## src/rtl/multicycle_ctrl_fsm_if.sv

```systemverilog
// Control bundle between the multicycle control FSM and the datapath/memory side.
// The master modport is the FSM. The slave modport is the datapath together with the memory.
interface multicycle_ctrl_fsm_if;
    logic [6:0] opcode;
    logic       mem_ready;
    logic       pc_write;
    logic       ir_write;
    logic       adr_src;
    logic       mem_read;
    logic       mem_write;
    logic       reg_write;
    logic [1:0] alu_src_a;
    logic [1:0] alu_src_b;
    logic [1:0] alu_op;
    logic [1:0] result_src;
    logic       branch;
    logic       instr_done;
    logic       illegal_instr;
    logic       bus_error;
    logic [3:0] state_o;

    modport master (
        input  opcode, mem_ready,
        output pc_write, ir_write, adr_src, mem_read, mem_write, reg_write,
               alu_src_a, alu_src_b, alu_op, result_src, branch,
               instr_done, illegal_instr, bus_error, state_o
    );

    modport slave (
        output opcode, mem_ready,
        input  pc_write, ir_write, adr_src, mem_read, mem_write, reg_write,
               alu_src_a, alu_src_b, alu_op, result_src, branch,
               instr_done, illegal_instr, bus_error, state_o
    );
endinterface

```

## src/rtl/multicycle_ctrl_fsm.sv

```systemverilog
// Multicycle RV32I-subset control FSM (R, LW, SW, BEQ, LUI, ADDI).
// It drives the datapath selects from the IR opcode and guards memory waits with a timeout watchdog.
module multicycle_ctrl_fsm #(
    parameter int MEM_TIMEOUT = 16
) (
    input  logic                  clk,
    input  logic                  reset_n,
    multicycle_ctrl_fsm_if.master bus
);
    localparam int CW = $clog2(MEM_TIMEOUT);
    localparam logic [CW-1:0] CNT_LIMIT = CW'(MEM_TIMEOUT - 1);

    localparam logic [6:0] OP_R    = 7'b0110011;
    localparam logic [6:0] OP_LW   = 7'b0000011;
    localparam logic [6:0] OP_SW   = 7'b0100011;
    localparam logic [6:0] OP_BEQ  = 7'b1100011;
    localparam logic [6:0] OP_ADDI = 7'b0010011;
    localparam logic [6:0] OP_LUI  = 7'b0110111;

    typedef enum logic [3:0] {
        S_FETCH  = 4'd0,
        S_DECODE = 4'd1,
        S_MEMADR = 4'd2,
        S_MEMRD  = 4'd3,
        S_MEMWB  = 4'd4,
        S_MEMWR  = 4'd5,
        S_EXECR  = 4'd6,
        S_EXECI  = 4'd7,
        S_ALUWB  = 4'd8,
        S_BEQ    = 4'd9,
        S_LUI    = 4'd10
    } state_t;

    state_t        state_r, state_s;
    logic [CW-1:0] cnt_r, cnt_s;
    logic          wait_st_s, timeout_s;
    logic          pc_write_s, ir_write_s, adr_src_s, mem_read_s, mem_write_s, reg_write_s;
    logic [1:0]    alu_src_a_s, alu_src_b_s, alu_op_s, result_src_s;
    logic          branch_s, instr_done_s, illegal_instr_s, bus_error_s;

    // State and watchdog counter registers
    always_ff @(posedge clk) begin
        if (!reset_n) begin
            state_r <= S_FETCH;
            cnt_r   <= {CW{1'b0}};
        end else begin
            state_r <= state_s;
            cnt_r   <= cnt_s;
        end
    end

    // Next-state and Moore outputs; fetch/memory completions are gated by mem_ready
    always_comb begin
        state_s         = state_r;
        pc_write_s      = 1'b0;
        ir_write_s      = 1'b0;
        adr_src_s       = 1'b0;
        mem_read_s      = 1'b0;
        mem_write_s     = 1'b0;
        reg_write_s     = 1'b0;
        alu_src_a_s     = 2'b00;
        alu_src_b_s     = 2'b00;
        alu_op_s        = 2'b00;
        result_src_s    = 2'b00;
        branch_s        = 1'b0;
        instr_done_s    = 1'b0;
        illegal_instr_s = 1'b0;
        bus_error_s     = 1'b0;
        wait_st_s       = (state_r == S_FETCH) || (state_r == S_MEMRD) || (state_r == S_MEMWR);
        timeout_s       = wait_st_s && !bus.mem_ready && (cnt_r == CNT_LIMIT);
        case (state_r)
            S_FETCH: begin
                mem_read_s   = 1'b1;
                alu_src_b_s  = 2'b10;
                result_src_s = 2'b10;
                if (bus.mem_ready) begin
                    ir_write_s = 1'b1;
                    pc_write_s = 1'b1;
                    state_s    = S_DECODE;
                end else if (timeout_s) begin
                    bus_error_s = 1'b1;
                    state_s     = S_FETCH;
                end else begin
                    state_s = S_FETCH;
                end
            end
            S_DECODE: begin
                alu_src_a_s = 2'b01;
                alu_src_b_s = 2'b01;
                case (bus.opcode)
                    OP_R:    state_s = S_EXECR;
                    OP_LW:   state_s = S_MEMADR;
                    OP_SW:   state_s = S_MEMADR;
                    OP_BEQ:  state_s = S_BEQ;
                    OP_ADDI: state_s = S_EXECI;
                    OP_LUI:  state_s = S_LUI;
                    default: begin
                        illegal_instr_s = 1'b1;
                        state_s         = S_FETCH;
                    end
                endcase
            end
            S_MEMADR: begin
                alu_src_a_s = 2'b10;
                alu_src_b_s = 2'b01;
                if (bus.opcode == OP_LW) begin
                    state_s = S_MEMRD;
                end else if (bus.opcode == OP_SW) begin
                    state_s = S_MEMWR;
                end else begin
                    state_s = S_FETCH;
                end
            end
            S_MEMRD: begin
                mem_read_s = 1'b1;
                adr_src_s  = 1'b1;
                if (bus.mem_ready) begin
                    state_s = S_MEMWB;
                end else if (timeout_s) begin
                    bus_error_s = 1'b1;
                    state_s     = S_FETCH;
                end else begin
                    state_s = S_MEMRD;
                end
            end
            S_MEMWB: begin
                reg_write_s  = 1'b1;
                result_src_s = 2'b01;
                instr_done_s = 1'b1;
                state_s      = S_FETCH;
            end
            S_MEMWR: begin
                mem_write_s = 1'b1;
                adr_src_s   = 1'b1;
                if (bus.mem_ready) begin
                    instr_done_s = 1'b1;
                    state_s      = S_FETCH;
                end else if (timeout_s) begin
                    bus_error_s = 1'b1;
                    state_s     = S_FETCH;
                end else begin
                    state_s = S_MEMWR;
                end
            end
            S_EXECR: begin
                alu_src_a_s = 2'b10;
                alu_src_b_s = 2'b00;
                alu_op_s    = 2'b10;
                state_s     = S_ALUWB;
            end
            S_EXECI: begin
                alu_src_a_s = 2'b10;
                alu_src_b_s = 2'b01;
                alu_op_s    = 2'b10;
                state_s     = S_ALUWB;
            end
            S_LUI: begin
                alu_src_a_s = 2'b10;
                alu_src_b_s = 2'b01;
                alu_op_s    = 2'b11;
                state_s     = S_ALUWB;
            end
            S_ALUWB: begin
                reg_write_s  = 1'b1;
                result_src_s = 2'b00;
                instr_done_s = 1'b1;
                state_s      = S_FETCH;
            end
            S_BEQ: begin
                alu_src_a_s  = 2'b10;
                alu_src_b_s  = 2'b00;
                alu_op_s     = 2'b01;
                result_src_s = 2'b00;
                branch_s     = 1'b1;
                instr_done_s = 1'b1;
                state_s      = S_FETCH;
            end
            default: begin
                state_s = S_FETCH;
            end
        endcase
    end

    // Watchdog: cleared on any state change or abort, counts unanswered wait cycles, saturates via abort
    always_comb begin
        cnt_s = cnt_r;
        if (timeout_s) begin
            cnt_s = {CW{1'b0}};
        end else if (state_s != state_r) begin
            cnt_s = {CW{1'b0}};
        end else if (wait_st_s && !bus.mem_ready) begin
            cnt_s = cnt_r + CW'(1);
        end else begin
            cnt_s = cnt_r;
        end
    end

    assign bus.pc_write      = reset_n ? pc_write_s      : 1'b0;
    assign bus.ir_write      = reset_n ? ir_write_s      : 1'b0;
    assign bus.adr_src       = reset_n ? adr_src_s       : 1'b0;
    assign bus.mem_read      = reset_n ? mem_read_s      : 1'b0;
    assign bus.mem_write     = reset_n ? mem_write_s     : 1'b0;
    assign bus.reg_write     = reset_n ? reg_write_s     : 1'b0;
    assign bus.alu_src_a     = reset_n ? alu_src_a_s     : 2'b00;
    assign bus.alu_src_b     = reset_n ? alu_src_b_s     : 2'b00;
    assign bus.alu_op        = reset_n ? alu_op_s        : 2'b00;
    assign bus.result_src    = reset_n ? result_src_s    : 2'b00;
    assign bus.branch        = reset_n ? branch_s        : 1'b0;
    assign bus.instr_done    = reset_n ? instr_done_s    : 1'b0;
    assign bus.illegal_instr = reset_n ? illegal_instr_s : 1'b0;
    assign bus.bus_error     = reset_n ? bus_error_s     : 1'b0;
    assign bus.state_o       = reset_n ? state_r         : 4'd0;
endmodule

```

## src/flat_wrapper.sv

```systemverilog
// flat-port wrapper written by rule: the top's interface ports become plain ports
module multicycle_ctrl_fsm_flat 
#(
    parameter int MEM_TIMEOUT = 16
)
  (clk, reset_n, bus_opcode, bus_mem_ready, bus_pc_write, bus_ir_write, bus_adr_src, bus_mem_read, bus_mem_write, bus_reg_write, bus_alu_src_a, bus_alu_src_b, bus_alu_op, bus_result_src, bus_branch, bus_instr_done, bus_illegal_instr, bus_bus_error, bus_state_o);
  multicycle_ctrl_fsm_if bus_i ();
  input  logic clk;
  input  logic reset_n;
  input wire logic [$bits(bus_i.opcode)-1:0] bus_opcode;
  input wire logic [$bits(bus_i.mem_ready)-1:0] bus_mem_ready;
  output wire logic [$bits(bus_i.pc_write)-1:0] bus_pc_write;
  output wire logic [$bits(bus_i.ir_write)-1:0] bus_ir_write;
  output wire logic [$bits(bus_i.adr_src)-1:0] bus_adr_src;
  output wire logic [$bits(bus_i.mem_read)-1:0] bus_mem_read;
  output wire logic [$bits(bus_i.mem_write)-1:0] bus_mem_write;
  output wire logic [$bits(bus_i.reg_write)-1:0] bus_reg_write;
  output wire logic [$bits(bus_i.alu_src_a)-1:0] bus_alu_src_a;
  output wire logic [$bits(bus_i.alu_src_b)-1:0] bus_alu_src_b;
  output wire logic [$bits(bus_i.alu_op)-1:0] bus_alu_op;
  output wire logic [$bits(bus_i.result_src)-1:0] bus_result_src;
  output wire logic [$bits(bus_i.branch)-1:0] bus_branch;
  output wire logic [$bits(bus_i.instr_done)-1:0] bus_instr_done;
  output wire logic [$bits(bus_i.illegal_instr)-1:0] bus_illegal_instr;
  output wire logic [$bits(bus_i.bus_error)-1:0] bus_bus_error;
  output wire logic [$bits(bus_i.state_o)-1:0] bus_state_o;
  assign bus_i.opcode = bus_opcode;
  assign bus_i.mem_ready = bus_mem_ready;
  assign bus_pc_write = bus_i.pc_write;
  assign bus_ir_write = bus_i.ir_write;
  assign bus_adr_src = bus_i.adr_src;
  assign bus_mem_read = bus_i.mem_read;
  assign bus_mem_write = bus_i.mem_write;
  assign bus_reg_write = bus_i.reg_write;
  assign bus_alu_src_a = bus_i.alu_src_a;
  assign bus_alu_src_b = bus_i.alu_src_b;
  assign bus_alu_op = bus_i.alu_op;
  assign bus_result_src = bus_i.result_src;
  assign bus_branch = bus_i.branch;
  assign bus_instr_done = bus_i.instr_done;
  assign bus_illegal_instr = bus_i.illegal_instr;
  assign bus_bus_error = bus_i.bus_error;
  assign bus_state_o = bus_i.state_o;
  multicycle_ctrl_fsm #(.MEM_TIMEOUT(MEM_TIMEOUT)) u_core (.clk(clk), .reset_n(reset_n), .bus(bus_i));
endmodule
```

## config.mk

```make
export PLATFORM = sky130hd
export DESIGN_NAME = multicycle_ctrl_fsm_flat
export DESIGN_NICKNAME = d
export VERILOG_FILES = /design/src/rtl/multicycle_ctrl_fsm_if.sv /design/src/rtl/multicycle_ctrl_fsm.sv /design/src/flat_wrapper.sv
export SDC_FILE = /design/constraint.sdc
export NUM_CORES = 1
export LEC_CHECK = 0
export CAP_MARGIN = 10
export CORE_UTILIZATION = 48
export CTS_BUF_LIST = sky130_fd_sc_hd__clkbuf_16
export DETAILED_ROUTE_END_ITERATION = 8
export DONT_BUFFER_PORTS = 1
export GPL_ROUTABILITY_DRIVEN = 0
export SYNTH_ARGS = -nofsm -noshare
export SYNTH_HDL_FRONTEND = slang
export SYNTH_SLANG_ARGS = --single-unit
```

## constraint.sdc

```tcl
create_clock -name clk -period 3.4 [get_ports clk]
set_clock_uncertainty 0.05 [all_clocks]
set_input_delay 0.17 -clock clk [delete_from_list [all_inputs] [get_ports clk]]
set_output_delay 0.17 -clock clk [all_outputs]
set_load 0.1 [all_outputs]
```

==> flow_summary.html, run 1 <==
<table>
<tr><th>Metric</th><th>Value</th></tr>
<tr><th colspan="2">STA</th></tr>
<tr><td>Total negative slack for setup checks</td><td>0 ps</td></tr>
<tr><td>Max-Slew Margin vs Limit</td><td>29.9%</td></tr>
<tr><td>Endpoints failing hold</td><td>0</td></tr>
<tr><td>Upper clock frequency limit</td><td>0.382 GHz</td></tr>
<tr><td>Shortest clock period the worst path allows after layout</td><td>2620 ps</td></tr>
<tr><td>Unrepaired setup endpoints after global routing</td><td>no</td></tr>
<tr><td>Final critical-path setup slack</td><td>783 ps</td></tr>
<tr><td>Final period util</td><td>77.0%</td></tr>
<tr><td>Fin. max-slew vios</td><td>0</td></tr>
<tr><td>Count of final setup violators</td><td>0</td></tr>
<tr><td>Minimum hold slack</td><td>1.91 ps</td></tr>
<tr><td>Transition time of the tightest slew-check pin</td><td>1050 ps</td></tr>
<tr><th colspan="2">CTS</th></tr>
<tr><td>Number of buffers on the longest clock path</td><td>2</td></tr>
<tr><td>Post-cts hold buffer count</td><td>0</td></tr>
<tr><td>Root Buffer Master</td><td>sky130_fd_sc_hd__clkbuf_16</td></tr>
<tr><td>Number of post-CTS setup repair buffers</td><td>0</td></tr>
<tr><td>Number of CTS-inserted buffers</td><td>3</td></tr>
<tr><td>Clock insertion delay at the later pin of the skew report</td><td>240 ps</td></tr>
<tr><td>Clock transition at path regs</td><td>40 ps</td></tr>
<tr><td>PostCTS Resize Cnt</td><td>0</td></tr>
<tr><td>Total number of clock tree sinks</td><td>8</td></tr>
<tr><td>CTS tree</td><td>yes</td></tr>
<tr><td>Depth of the CTS H-tree</td><td>1</td></tr>
<tr><th colspan="2">Setup path</th></tr>
<tr><td>Buffer and inverter count on the worst path</td><td>3</td></tr>
<tr><td>CP dominant cell by count</td><td>sky130_fd_sc_hd__buf_4</td></tr>
<tr><td>Count of cell instances traversed by the critical path</td><td>6</td></tr>
<tr><td>Ordered list of cells on the worst path</td><td>inv_1, nand3_1, nor3_4, buf_4, and2_2, buf_4</td></tr>
<tr><td>Startpoint kind of the worst setup timing path</td><td>flip-flop</td></tr>
<tr><td>Worst Reg2Reg Path Length in Cells</td><td>5</td></tr>
<tr><td>Largest delay share family, worst path</td><td>buffers and inverters</td></tr>
<tr><td>Crit-path max cell delay</td><td>510 ps</td></tr>
<tr><td>Max Fanout on Critical Path</td><td>18</td></tr>
<tr><td>Slowest cell on the critical path</td><td>sky130_fd_sc_hd__dfxtp_1</td></tr>
<tr><td>CP Class</td><td>flip-flop to output port</td></tr>
<tr><td>Data required time at the worst endpoint</td><td>3180 ps</td></tr>
<tr><td>R2r startpoint</td><td>u_core.state_r[2]</td></tr>
<tr><td>Reg2reg setup slack</td><td>1250 ps</td></tr>
<tr><td>WP data arrival</td><td>2400 ps</td></tr>
<tr><td>Endpoint kind of the worst setup timing path</td><td>output port</td></tr>
<tr><td>Endpoint of the most critical setup path</td><td>bus_ir_write</td></tr>
<tr><td>Endpoint of the most critical register-to-register path</td><td>u_core.cnt_r[1]</td></tr>
<tr><td>Origin of the worst setup path</td><td>u_core.state_r[1]</td></tr>
<tr><th colspan="2">Placement</th></tr>
<tr><td>Pre-CTS worst setup slack</td><td>1040 ps</td></tr>
<tr><td>Cell total after placement</td><td>157</td></tr>
<tr><td>Half-perimeter wire length after placement</td><td>1810 um</td></tr>
<tr><td># port buffers</td><td>0</td></tr>
<tr><th colspan="2">Synthesis</th></tr>
<tr><td>Cell taking the most area after synthesis</td><td>sky130_fd_sc_hd__dfxtp_1</td></tr>
<tr><td>Count of distinct cell types in the synthesized netlist</td><td>48</td></tr>
<tr><td>Count leader, synth</td><td>sky130_fd_sc_hd__nor2_1</td></tr>
<tr><td>Syn nets</td><td>138</td></tr>
<tr><td>Area fraction of the dominant cell type after synthesis</td><td>16.5%</td></tr>
<tr><td>Dominant cells by area after synthesis</td><td>sky130_fd_sc_hd__dfxtp_1 (17%), sky130_fd_sc_hd__nor4b_2 (6.2%), sky130_fd_sc_hd__nor2_1 (5.4%)</td></tr>
<tr><td>Total standard cell area after synthesis</td><td>970 um^2</td></tr>
<tr><td>Cells after synthesis</td><td>127</td></tr>
<tr><td>Asr flop ratio synth</td><td>0%</td></tr>
<tr><td>Number of enable-type register cells in the synthesized netlist</td><td>0</td></tr>
<tr><td>Post-synthesis sequential element count</td><td>8</td></tr>
<tr><td>Sequential area share after synthesis</td><td>16.5%</td></tr>
<tr><td>Yosys warns</td><td>0</td></tr>
<tr><td>Synth Area per Inst</td><td>7.64 um^2</td></tr>
<tr><td>Commonest cells post-synth</td><td>sky130_fd_sc_hd__nor2_1 (14), sky130_fd_sc_hd__nand2_1 (9), sky130_fd_sc_hd__dfxtp_1 (8)</td></tr>
<tr><td>Most common flop cell mapped by yosys</td><td>sky130_fd_sc_hd__dfxtp_1</td></tr>
<tr><th colspan="2">Routing</th></tr>
<tr><td>Number of remaining DRC errors</td><td>0</td></tr>
<tr><td>Via count</td><td>967</td></tr>
<tr><td>Number of DRC violations after detailed-routing iteration 0</td><td>35</td></tr>
<tr><td>Total length of routed wires</td><td>2440 um</td></tr>
<tr><td>Number of iterations in the first detailed-routing pass</td><td>5</td></tr>
<tr><td>Via count normalized by instance count</td><td>6.04</td></tr>
<tr><td>Number of nets with antenna violations after detailed routing</td><td>0</td></tr>
<tr><td>DR WL/cell</td><td>15.2 um</td></tr>
<tr><th colspan="2">Pwr</th></tr>
<tr><td>Static leakage power</td><td>0.493 nW</td></tr>
<tr><td>Total power</td><td>401 uW</td></tr>
<tr><td>Power per cell area</td><td>322 nW/um^2</td></tr>
<tr><td>Maximum resistive drop on vdd</td><td>0.000262 V</td></tr>
<tr><th colspan="2">Floorplan</th></tr>
<tr><td>Placeable core region</td><td>1800 um^2</td></tr>
<tr><td>Overall die area</td><td>2200 um^2</td></tr>
<tr><td>Die width</td><td>46.9 um</td></tr>
<tr><td>Die Ht</td><td>46.9 um</td></tr>
<tr><td>Initial core utilization</td><td>53.8%</td></tr>
<tr><td>Top-level I/O count</td><td>32</td></tr>
<tr><td>Std cell rows</td><td>15</td></tr>
<tr><th colspan="2">Global route</th></tr>
<tr><td>Global-route wire length before repair</td><td>3580 um</td></tr>
<tr><td>Maximum number of pins on one net before global-route repair</td><td>19</td></tr>
<tr><td>Remaining global-route overflow</td><td>0</td></tr>
<tr><td>Number of antenna violations at the first check in global routing</td><td>0</td></tr>
<tr><td>Total global-route track usage</td><td>23.3%</td></tr>
<tr><td>Number of global-route vias before repair</td><td>764</td></tr>
<tr><th colspan="2">Cells and area</th></tr>
<tr><td>Nets</td><td>148</td></tr>
<tr><td>Area growth syn-to-layout</td><td>28.3%</td></tr>
<tr><td>N_diodes</td><td>0</td></tr>
<tr><td>Fraction of final layout cells with drive strength greater than 1</td><td>33.3%</td></tr>
<tr><td>Number of inserted filler cells in the final layout</td><td>166</td></tr>
<tr><td>Filler-free cell count of the finished design</td><td>160</td></tr>
<tr><th colspan="2">Run</th></tr>
<tr><td># Max-Cap Violations</td><td>0</td></tr>
<tr><th colspan="2">Hold path</th></tr>
<tr><td>Hold Path Class</td><td>input pin to flip-flop</td></tr>
<tr><th colspan="2">Run status</th></tr>
<tr><td>Run status</td><td>finished clean</td></tr>
</table>
==> logic make-up (layout without fill, tap and decap cells) <==
kind of cell	after synthesis	after routing	share of synthesized area (%)
flops	8	8	16.5
mux	1	1	1.03
fa+ha+maj	1	1	1.29
xor+xnor	5	5	4.52
simple gates	66	66	44.9
compound gates	28	28	21.8
buf+inv	18	26	9.93
==> per-stage QoR <==
step / utilization [%] / instance area, um^2
final: 69.0 / 1240
after floorplan: - / 981
after CTS: 69.0 / 1240
after detailed placement: 64.9 / 1170
after global placement: 64.9 / 1170
after global routing: 69.0 / 1240
==> area by class of cell <==
class | count | area [um^2] | share of cell area (%)
inverters | 6 | 22.5 | 1.81
repair buffers | 17 | 183 | 14.7
well taps | 25 | 31.3 | 2.52
flip-flops and latches | 8 | 160 | 12.9
multi-input cells | 101 | 772 | 62.1
clock buffers | 3 | 75.1 | 6.04
==> worst min-delay path by stage <==
stage / startpoint / to / slack (ps) / depth (start not counted)
after global routing: reset_n / u_core.state_r[2] / 2 / 1
after CTS: reset_n / u_core.state_r[2] / 1 / 1
after global placement: reset_n / u_core.state_r[2] / 240 / 1
after floorplan: reset_n / u_core.state_r[2] / 240 / 1
after detailed placement: reset_n / u_core.state_r[2] / 240 / 1
final: reset_n / u_core.state_r[2] / 2 / 1
==> metal layers <==
metal	vias up	track usage (%)	wire [um]
li1	474	-	-
met1	456	30.1	1100
met4	0	5.71	21
met2	34	38.6	1190
met3	3	6.15	130
met5	-	0	0
==> registers in the layout, indices dropped and copies added, names as in the netlist <==
name,cells
u_core.state_r,4
u_core.cnt_r,4
==> power by group <==
| part | switching (mW) | internal [mW] |
|---|---|---|
| logic | 0.0700 | 0.0277 |
| registers | 0.00441 | 0.0962 |
| clock network | 0.0505 | 0.152 |
| total | 0.125 | 0.276 |
==> worst reg2reg max path, stage by stage (launching register included) <==
cell and delay [ps]:
sky130_fd_sc_hd__dfxtp_1 770, sky130_fd_sc_hd__nor2b_1 310, sky130_fd_sc_hd__nand3_1 200, sky130_fd_sc_hd__a211oi_2 270
sky130_fd_sc_hd__o32ai_2 180, sky130_fd_sc_hd__nor4b_2 280
==> cell usage in the layout, fill, tap and decap left out, types with 2 or more instances in the layout <==
cell type                   Yosys  final
sky130_fd_sc_hd__buf_4          5     14
sky130_fd_sc_hd__nand2_1        9      9
sky130_fd_sc_hd__nor2_2         0      8
sky130_fd_sc_hd__dfxtp_1        8      8
sky130_fd_sc_hd__inv_1          6      6
sky130_fd_sc_hd__nor2_1        14      6
sky130_fd_sc_hd__o21ai_0        6      6
sky130_fd_sc_hd__and2_1         6      5
sky130_fd_sc_hd__clkbuf_16      0      5
sky130_fd_sc_hd__a21oi_1        5      4
sky130_fd_sc_hd__nand2b_1       4      4
sky130_fd_sc_hd__xor2_1         4      4
sky130_fd_sc_hd__nor4b_2        4      4
sky130_fd_sc_hd__nand3_1        3      3
sky130_fd_sc_hd__and3_1         3      3
sky130_fd_sc_hd__and3b_1        3      3
sky130_fd_sc_hd__nor2b_1        2      2
sky130_fd_sc_hd__nor3_2         0      2
sky130_fd_sc_hd__or3_1          2      2
sky130_fd_sc_hd__nor3_1         5      2
sky130_fd_sc_hd__a31oi_1        2      2
sky130_fd_sc_hd__nor3b_1        2      2
sky130_fd_sc_hd__a22oi_1        2      2
sky130_fd_sc_hd__nand4_1        2      2
No activity file was read; power rests on OpenSTA's default activity.
==> run 2: changes to the inputs <==
- clock period: 3.4 -> 2.5 ns (I/O delays scaled with it)
==> flow_summary.html, run 2 (synthesized netlist as in run 1, its figures left out) <==
<table>
<tr><th>Metric</th><th>Value</th></tr>
<tr><th colspan="2">Pwr</th></tr>
<tr><td>Total power</td><td>546 uW</td></tr>
<tr><td>Power per cell area</td><td>414 nW/um^2</td></tr>
<tr><td>Static leakage power</td><td>0.528 nW</td></tr>
<tr><td>Maximum resistive drop on vdd</td><td>0.000478 V</td></tr>
<tr><th colspan="2">Cells and area</th></tr>
<tr><td>Fraction of final layout cells with drive strength greater than 1</td><td>36.6%</td></tr>
<tr><td>Commonest non-fill, non-tap cell in the layout</td><td>sky130_fd_sc_hd__buf_4</td></tr>
<tr><td>Nets</td><td>155</td></tr>
<tr><td>Area growth syn-to-layout</td><td>36.1%</td></tr>
<tr><td>N_diodes</td><td>0</td></tr>
<tr><td>Leading cell types in the layout, fill and taps excluded</td><td>sky130_fd_sc_hd__buf_4 (19), sky130_fd_sc_hd__nand2_1 (9), sky130_fd_sc_hd__dfxtp_1 (8)</td></tr>
<tr><td>Largest regs</td><td>u_core.cnt_r: 4 flops, u_core.state_r: 4 flops</td></tr>
<tr><td>Fin area</td><td>1320 um^2</td></tr>
<tr><th colspan="2">Routing</th></tr>
<tr><td>Number of nets with antenna violations after detailed routing</td><td>0</td></tr>
<tr><td>Via count</td><td>1,017</td></tr>
<tr><td>Total length of routed wires</td><td>2620 um</td></tr>
<tr><td>Via count normalized by instance count</td><td>6.09</td></tr>
<tr><td>DR WL/cell</td><td>15.7 um</td></tr>
<tr><td>Number of DRC violations after detailed-routing iteration 0</td><td>20</td></tr>
<tr><td>Number of remaining DRC errors</td><td>0</td></tr>
<tr><td>Number of iterations in the first detailed-routing pass</td><td>4</td></tr>
<tr><th colspan="2">STA</th></tr>
<tr><td>Upper clock frequency limit</td><td>0.456 GHz</td></tr>
<tr><td>Endpoints failing hold</td><td>0</td></tr>
<tr><td>Max-Slew Margin vs Limit</td><td>63.2%</td></tr>
<tr><td>Shortest clock period the worst path allows after layout</td><td>2190 ps</td></tr>
<tr><td>Fin. max-slew vios</td><td>0</td></tr>
<tr><td>Final period util</td><td>87.8%</td></tr>
<tr><td>Total negative slack for setup checks</td><td>0 ps</td></tr>
<tr><td>Final critical-path setup slack</td><td>306 ps</td></tr>
<tr><td>Count of final setup violators</td><td>0</td></tr>
<tr><td>Transition time of the tightest slew-check pin</td><td>551 ps</td></tr>
<tr><td>Unrepaired setup endpoints after global routing</td><td>no</td></tr>
<tr><th colspan="2">Setup path</th></tr>
<tr><td>Crit-path max cell delay</td><td>630 ps</td></tr>
<tr><td>R2r startpoint</td><td>u_core.state_r[0]</td></tr>
<tr><td>Largest delay share family, worst path</td><td>flip-flops</td></tr>
<tr><td>Data required time at the worst endpoint</td><td>2330 ps</td></tr>
<tr><td>Ordered list of cells on the worst path</td><td>nor4b_2, a22o_2, nand2_1, nor2_2, buf_4</td></tr>
<tr><td>CP Class</td><td>flip-flop to output port</td></tr>
<tr><td>Origin of the worst setup path</td><td>u_core.state_r[0]</td></tr>
<tr><td>Worst Reg2Reg Path Length in Cells</td><td>5</td></tr>
<tr><td>Endpoint kind of the worst setup timing path</td><td>output port</td></tr>
<tr><td>Max Fanout on Critical Path</td><td>16</td></tr>
<tr><td>Buffer and inverter count on the worst path</td><td>1</td></tr>
<tr><td>WP data arrival</td><td>2020 ps</td></tr>
<tr><td>Slowest cell on the critical path</td><td>sky130_fd_sc_hd__dfxtp_1</td></tr>
<tr><td>Count of cell instances traversed by the critical path</td><td>5</td></tr>
<tr><td>Startpoint kind of the worst setup timing path</td><td>flip-flop</td></tr>
<tr><th colspan="2">Floorplan</th></tr>
<tr><td>Placeable core region</td><td>1800 um^2</td></tr>
<tr><td>Initial core utilization</td><td>53.8%</td></tr>
<tr><td>Die Ht</td><td>46.9 um</td></tr>
<tr><td>Overall die area</td><td>2200 um^2</td></tr>
<tr><td>Top-level I/O count</td><td>32</td></tr>
<tr><td>Die width</td><td>46.9 um</td></tr>
<tr><td>Std cell rows</td><td>15</td></tr>
<tr><th colspan="2">CTS</th></tr>
<tr><td>CTS tree</td><td>yes</td></tr>
<tr><td>Number of post-CTS setup repair buffers</td><td>0</td></tr>
<tr><td>PostCTS Resize Cnt</td><td>0</td></tr>
<tr><td>Root Buffer Master</td><td>sky130_fd_sc_hd__clkbuf_16</td></tr>
<tr><td>Clock transition at path regs</td><td>40 ps</td></tr>
<tr><td>Depth of the CTS H-tree</td><td>1</td></tr>
<tr><td>Number of buffers on the longest clock path</td><td>2</td></tr>
<tr><td>Clock insertion delay at the later pin of the skew report</td><td>230 ps</td></tr>
<tr><td>Post-cts hold buffer count</td><td>1</td></tr>
<tr><td>Total number of clock tree sinks</td><td>8</td></tr>
<tr><td>Number of CTS-inserted buffers</td><td>3</td></tr>
<tr><th colspan="2">Placement</th></tr>
<tr><td># port buffers</td><td>0</td></tr>
<tr><td>Half-perimeter wire length after placement</td><td>2020 um</td></tr>
<tr><td>Post-place instance area</td><td>1230 um^2</td></tr>
<tr><td>Pre-CTS worst setup slack</td><td>410 ps</td></tr>
<tr><th colspan="2">Global route</th></tr>
<tr><td>Total global-route track usage</td><td>26.7%</td></tr>
<tr><td>Global-route wire length before repair</td><td>4150 um</td></tr>
<tr><td>Maximum number of pins on one net before global-route repair</td><td>17</td></tr>
<tr><td>Number of antenna violations at the first check in global routing</td><td>0</td></tr>
<tr><td>Remaining global-route overflow</td><td>0</td></tr>
<tr><td>Number of global-route vias before repair</td><td>911</td></tr>
<tr><th colspan="2">Hold path</th></tr>
<tr><td>Worst Hold Launch</td><td>bus_mem_ready</td></tr>
<tr><td>Hold Path Class</td><td>input pin to flip-flop</td></tr>
<tr><td>Min-Delay Path Depth</td><td>2</td></tr>
<tr><th colspan="2">Run</th></tr>
<tr><td># Max-Cap Violations</td><td>0</td></tr>
<tr><th colspan="2">Run status</th></tr>
<tr><td>Run status</td><td>finished clean</td></tr>
</table>
[run 2: cell count changes in the layout (fill, tap and decap cells not counted), sizes merged]
cell         previous run  this run
dlygate4sd3             0         1
buf                    15        23
clkbuf                  5         3
[run 2: cell type report]
cell class	count	area, um^2
repair buffers	24	240
flip-flops and latches	8	160
clock buffers	3	75.1
multi-input cells	101	791
fillers	159	482
well taps	25	31.3
inverters	6	22.5
[run 2: final timing paths]
path	endpoint	slack [ps]
worst min register to register	u_core.cnt_r[0]	520
worst min-delay path	u_core.state_r[0]	50
worst max register to register	u_core.cnt_r[1]	370
worst max-delay path	bus_bus_error	310
[run 2: per-layer routing]
metal / global-route usage [%] / routed length (um) / up-vias
met3: 5.77 / 178 / 4
met2: 48.3 / 1390 / 47
met4: 5.71 / 26 / 0
met1: 32.4 / 1030 / 479
li1: - / - / 487
met5: 0 / 0 / -
[run 2: where the power goes]
| part | leakage (nW) | total [mW] | switching, mW | internal, mW |
|---|---|---|---|---|
| registers | 0.0648 | 0.137 | 0.00568 | 0.131 |
| logic | 0.426 | 0.145 | 0.0988 | 0.0459 |
| clock network | 0.0370 | 0.265 | 0.0594 | 0.206 |
[run 2: through the flow]
| stage | instances | hold WS (ps) | util, % |
|---|---|---|---|
| 2_1_floorplan | 127 | 192 | - |
| 3_3_place_gp | 163 | 206 | 68.5 |
| 3_5_place_dp | 163 | 206 | 68.5 |
| 4_1_cts | 167 | 48.5 | 73.3 |
| 5_1_grt | 167 | 59.5 | 73.3 |
| 6_report | 167 | 49.0 | 73.3 |
